### src/rtl/led_pkg.sv
// Shared state and mode encodings for the LED sequencer.
package led_pkg;

    typedef enum logic [1:0] {
        IDLE   = 2'd0,
        CHASE  = 2'd1,
        FLICK  = 2'd2,
        BYPASS = 2'd3
    } led_state_t;

    typedef enum logic [1:0] {
        LED_MODE_NORMAL = 2'd0,
        LED_MODE_BLINK  = 2'd1,
        LED_MODE_CHASE  = 2'd2
    } led_mode_t;

endpackage

### src/rtl/led_pwm.sv
// Free-running PWM counter with duty compare; all-ones duty means fully on.
module led_pwm #(
    parameter int unsigned PWM_W = 8
) (
    input  logic             clk_i,
    input  logic             rst_n_i,
    input  logic             clr_i,
    input  logic [PWM_W-1:0] duty_i,
    output logic             pwm_on_c
);

    logic [PWM_W-1:0] cnt_q;

    always_ff @(posedge clk_i or negedge rst_n_i) begin
        if (!rst_n_i) begin
            cnt_q <= '0;
        end else if (clr_i) begin
            cnt_q <= '0;
        end else begin
            cnt_q <= cnt_q + PWM_W'(1);
        end
    end

    assign pwm_on_c = (duty_i == '1) || (cnt_q < duty_i);

endmodule

### src/rtl/led_sequencer.sv
// Power-up chase/flick sequencer that hands the LED pins to PWM-dimmed status LEDs.
module led_sequencer
    import led_pkg::*;
#(
    parameter int unsigned N_LEDS    = 4,
    parameter int unsigned STEP_W    = 22,
    parameter int unsigned FLICK_CNT = 2,
    parameter int unsigned PWM_W     = 8,
    parameter int unsigned USE_TICK  = 0
) (
    input  logic              clk_i,
    input  logic              rst_n_i,
    input  logic              sample_tick_i,
    input  logic [1:0]        mode_i,
    input  logic              restart_i,
    input  logic [N_LEDS-1:0] leds_i,
    input  logic [PWM_W-1:0]  brightness_i,
    output logic [N_LEDS-1:0] leds_o,
    output logic              busy_o
);

    localparam int unsigned IDX_W = $clog2(N_LEDS);
    localparam int unsigned PH_W  = $clog2(2 * FLICK_CNT);
    localparam logic [IDX_W-1:0] IDX_LAST = IDX_W'(N_LEDS - 1);
    localparam logic [PH_W-1:0]  PH_LAST  = PH_W'(2 * FLICK_CNT - 1);

    led_state_t        state_q, state_d;
    logic [STEP_W-1:0] step_q, step_d;
    logic [IDX_W-1:0]  idx_q, idx_d;
    logic [PH_W-1:0]   phase_q, phase_d;
    logic [N_LEDS-1:0] pattern;
    logic              step_en;
    logic              strobe;
    logic              pwm_on;

    assign step_en = (USE_TICK != 0) ? sample_tick_i : 1'b1;
    assign strobe  = step_en && (step_q == '1);

    led_pwm #(
        .PWM_W (PWM_W)
    ) u_pwm (
        .clk_i    (clk_i),
        .rst_n_i  (rst_n_i),
        .clr_i    (restart_i),
        .duty_i   (brightness_i),
        .pwm_on_c (pwm_on)
    );

    // Next-state: sequence decisions only happen on the strobe at the end of a step.
    always_comb begin
        state_d = state_q;
        step_d  = step_q;
        idx_d   = idx_q;
        phase_d = phase_q;
        if (restart_i) begin
            state_d = IDLE;
            step_d  = '0;
            idx_d   = '0;
            phase_d = '0;
        end else begin
            case (state_q)
                IDLE: begin
                    step_d  = '0;
                    idx_d   = '0;
                    phase_d = '0;
                    state_d = (mode_i == LED_MODE_BLINK) ? FLICK : CHASE;
                end
                CHASE: begin
                    if (step_en) step_d = step_q + STEP_W'(1);
                    if (strobe) begin
                        if (idx_q == IDX_LAST) begin
                            idx_d = '0;
                            if (mode_i != LED_MODE_CHASE) state_d = FLICK;
                        end else begin
                            idx_d = idx_q + IDX_W'(1);
                        end
                    end
                end
                FLICK: begin
                    if (step_en) step_d = step_q + STEP_W'(1);
                    if (strobe) begin
                        if (phase_q == PH_LAST) begin
                            phase_d = '0;
                            if (mode_i == LED_MODE_CHASE) begin
                                state_d = CHASE;
                            end else if (mode_i != LED_MODE_BLINK) begin
                                state_d = BYPASS;
                            end
                        end else begin
                            phase_d = phase_q + PH_W'(1);
                        end
                    end
                end
                BYPASS: begin
                    // Held at zero so a mode-driven re-entry starts with a full step.
                    step_d = '0;
                    if (mode_i == LED_MODE_BLINK) begin
                        state_d = FLICK;
                        phase_d = '0;
                    end else if (mode_i == LED_MODE_CHASE) begin
                        state_d = CHASE;
                        idx_d   = '0;
                    end
                end
                default: begin
                    state_d = IDLE;
                end
            endcase
        end
    end

    // LED pattern for the current state; registered below so pins never glitch.
    always_comb begin
        pattern = '0;
        case (state_q)
            CHASE:   pattern = N_LEDS'(1) << idx_q;
            FLICK:   pattern = phase_q[0] ? '1 : '0;
            BYPASS:  pattern = leds_i & {N_LEDS{pwm_on}};
            default: pattern = '0;
        endcase
    end

    always_ff @(posedge clk_i or negedge rst_n_i) begin
        if (!rst_n_i) begin
            state_q <= IDLE;
            step_q  <= '0;
            idx_q   <= '0;
            phase_q <= '0;
            leds_o  <= '0;
        end else begin
            state_q <= state_d;
            step_q  <= step_d;
            idx_q   <= idx_d;
            phase_q <= phase_d;
            leds_o  <= pattern;
        end
    end

    assign busy_o = (state_q != BYPASS);

endmodule

### config.mk
export PLATFORM = sky130hd
export DESIGN_NAME = led_sequencer
export DESIGN_NICKNAME = d
export VERILOG_FILES = /design/src/rtl/led_pkg.sv /design/src/rtl/led_pwm.sv /design/src/rtl/led_sequencer.sv
export SDC_FILE = /design/constraint.sdc
export NUM_CORES = 1
export LEC_CHECK = 0
export BUFFER_PORTS_ARGS = -buffer_cell sky130_fd_sc_hd__buf_2
export CAP_MARGIN = 10
export CORE_AREA = 2 2 87 89
export DETAILED_ROUTE_END_ITERATION = 10
export DIE_AREA = 0 0 89 91
export GPL_TIMING_DRIVEN = 0
export RECOVER_POWER = 25
export SETUP_SLACK_MARGIN = 0.3
export SLEW_MARGIN = 30
export SYNTH_ARGS = -nofsm -noshare
export SYNTH_HDL_FRONTEND = slang
export SYNTH_HIERARCHICAL = 1
export SYNTH_SLANG_ARGS = --single-unit
### constraint.sdc
create_clock -name clk_i -period 2.2 [get_ports clk_i]
set_input_delay 0.22 -clock clk_i [delete_from_list [all_inputs] [get_ports clk_i]]
set_output_delay 0.22 -clock clk_i [all_outputs]
set_load 0.02 [all_outputs]
==> run metrics <==
CTS clock-pin slew for the worst setup and hold paths=0.08 ns; crit start category=flop; Crit Path Category=flop to flop; Critical Path RT=roughly 2.4 ns; Design Area, Final=between 2000 and 3000 µm²; Final TNS setup=0 ns; gpl congestion=around 0.76; Placed Cells incl. Taps=358; row count=31; non-filler instance count after layout=370; Fillers=roughly 770; reg2reg end=state_q[1]; Synth Flop Type=dfrtp_1; FF-to-FF path depth=6; Setup Skew=around 0.0095 ns; Tightest Pin Transition=a little under 1 ns; Core ar.=between 7000 and 8000 µm²; initial antenna violation count=0; port bufs=21; cell with the most instances after synthesis=dfrtp_1; average vias per placed instance=~4.7; crit path launch=step_q[0]; P&R area growth vs syn=16.5%; CTS Buf Count=5; area of the multi-input gates=1210 µm²; max cap viols=0; status=finished, final reports clean; first-pass GRT wire length=7360 µm; wire length per cell=between 10 and 15 µm; Syn Inst Count=238; Leak=between 1 and 1.5 nW; routed vias=around 1,700; FFs w/ async S/R, synth=100%; worst-path fanout max=5; vias in the first global route=1,672; flop and latch count out of synthesis=40; CP endpoint=state_q[1]; H-tree levels=2; Hold Fails Final Rpt=0; Worst Path Arrival=between 2 and 2.5 ns; post-layout net count=around 310; grt total ovfl=0; Final period util=a little under nine tenths; pin count of the biggest net entering global routing=roughly 40; number of DRC markers in iteration 0=50; Starting Density=roughly 32%; layout cells sized above 1=between 10% and 20%; RSZ-0062 raised after global routing=yes; R2R setup slack=0.32 ns; Netlist cell types=40; Post-synth top cells=dfrtp_1 (40), nor2_1 (28), nand3_1 (19); Worst-Skew Late Latency=0.29 ns; number of synthesized flops with an enable pin=0; CTS Root Cell=clkbuf_8; DRC=0; sequential cell area=between 1000 and 1500 µm²; HP Class=primary input to flop; placed instance area=around 2500 µm²; syn_nets=roughly 270; synth top area cells=dfrtp_1 (44%), ha_1 (9.8%), xor2_1 (6.5%); endpoints failing setup=0; minimum clock period=around 1.9 ns; Synth Warn #=6; sequential-to-total area share from yosys stat=a little over two fifths; chip width=a little under 90 µm; drt pass-1 iters=4; fmax=532 MHz; total die area=about 8100 µm²; Yosys top cell area share=a little over two fifths; hold_ws=~0.2 ns; Die H=around 91 µm; crit path capture type=flop; # IOs=23; remaining antenna violation count=0; Tot GR Track Use=a little under an eighth; Post-Syn Area=between 2000 and 2500 µm²; hpwl dp=between 3000 and 4000 µm; drt total wl=between 4000 and 5000 µm; Max-slew headroom=between 30% and 40%; Synth area leader=dfrtp_1; synthesized area per cell=between 9 and 10 µm²; worst vdd ir=between 0.2 and 0.25 mV; clock sink total=40; fin. max-slew vios=0; pwr/cell area=approximately 700 nW/µm²; maximum clock insertion buffer count=2; CTS tree=yes; worst r2r src=step_q[0]; # diodes=0; post-layout util=between 30 and 40%
-- flip-flops by register name (all words and copies together), names as in the netlist --
signal       cells
state_q          2
step_q          22
idx_q            2
leds_o           4
phase_q          2
u_pwm/cnt_q      8
-- worst min-delay path by stage --
stage / slack (ns) / to / from / depth (start not counted)
2_1_floorplan: -0.08 / idx_q[0] / rst_n_i / 0
6_report: 0.20 / leds_o[1] / leds_i[1] / 3
5_1_grt: 0.21 / leds_o[0] / leds_i[0] / 3
3_3_place_gp: 0.40 / u_pwm/cnt_q[5] / rst_n_i / 1
4_1_cts: 0.07 / step_q[12] / rst_n_i / 1
3_5_place_dp: 0.40 / u_pwm/cnt_q[5] / rst_n_i / 1
-- metal layers --
layer  wire length (µm)  vias to the layer above  GRT usage [%]
met5                  0                        -              0
met4                 32                        0           2.99
li1                   -                      885              -
met2               2070                       25           19.2
met1               2080                      820           14.1
met3                169                        5           3.00
-- kinds of logic (layout without fill, tap and decap cells) --
family / Yosys count / after routing / share of synthesized area, %
multiplexers: 2 / 2 / 1.09
XOR/XNOR: 23 / 23 / 8.81
flip-flops: 40 / 40 / 43.8
AO/OA/AOI/OAI: 30 / 30 / 8.48
buffers and inverters: 24 / 57 / 4.32
adder cells (fa/ha/maj): 18 / 18 / 9.85
AND/OR/NAND/NOR: 101 / 101 / 23.7
-- cell type report --
| type | count | share of cell area [%] |
|---|---|---|
| timing repair buffer | 25 | 5.16 |
| multi-input combinational | 174 | 45.6 |
| sequential | 40 | 37.6 |
| clock buffer | 5 | 2.58 |
| tap | 99 | 4.65 |
| inverter | 18 | 2.54 |
| clock inverter | 3 | 0.704 |
| buffer | 6 | 1.17 |
-- repair_timing --
action / 4_1_cts / 5_1_grt
endpoints found under the setup margin: 7 / 12
endpoints found under the hold margin: 0 / 40
buffers inserted: 1 / 2
resized for setup: 1 / 5
gates cloned: 0 / 0
pin swaps: 1 / 1
hold buffers: 0 / 1
-- placed cells by master (no fill, tap or decap), types with 2 or more instances in the layout --
cell      count
nor2b_1       3
dfrtp_1      39
a21oi_1       8
or2_2         2
buf_4         3
buf_2        20
nand3_1      19
and3_4        2
nor3_1        4
clkbuf_1      4
nand2b_1      3
xnor2_1       6
o211ai_1      2
and4_4        2
clkinv_2      2
or3_1         3
xor2_1       17
nor2_1       28
a31oi_1       5
inv_1        18
o22ai_1       2
and3_1        5
clkbuf_8      5
o21ai_0       6
ha_1         17
nand2_1      17
clkbuf_2      2
nand4_1       6
-- critical path, stage by stage, from the launching register on --
cell and delay (ns):
dfrtp_1 0.40, ha_2 0.25, nand4_4 0.12, nor3_4 0.26, and3_4 0.26, o211a_4 0.19
mux2_4 0.29
-- report_power, final --
part,switching (mW),internal (mW)
sequential,0.0308,0.773
combinational,0.318,0.220
clock,0.256,0.221
-- stage by stage --
step,worst slack [ns],power (mW)
after floorplan,0.376,1.22
after global placement,0.142,1.35
after detailed placement,0.125,1.36
after CTS,0.259,1.85
after global routing,0.211,1.95
final,0.321,1.82
(Power assumes the default switching activity.)
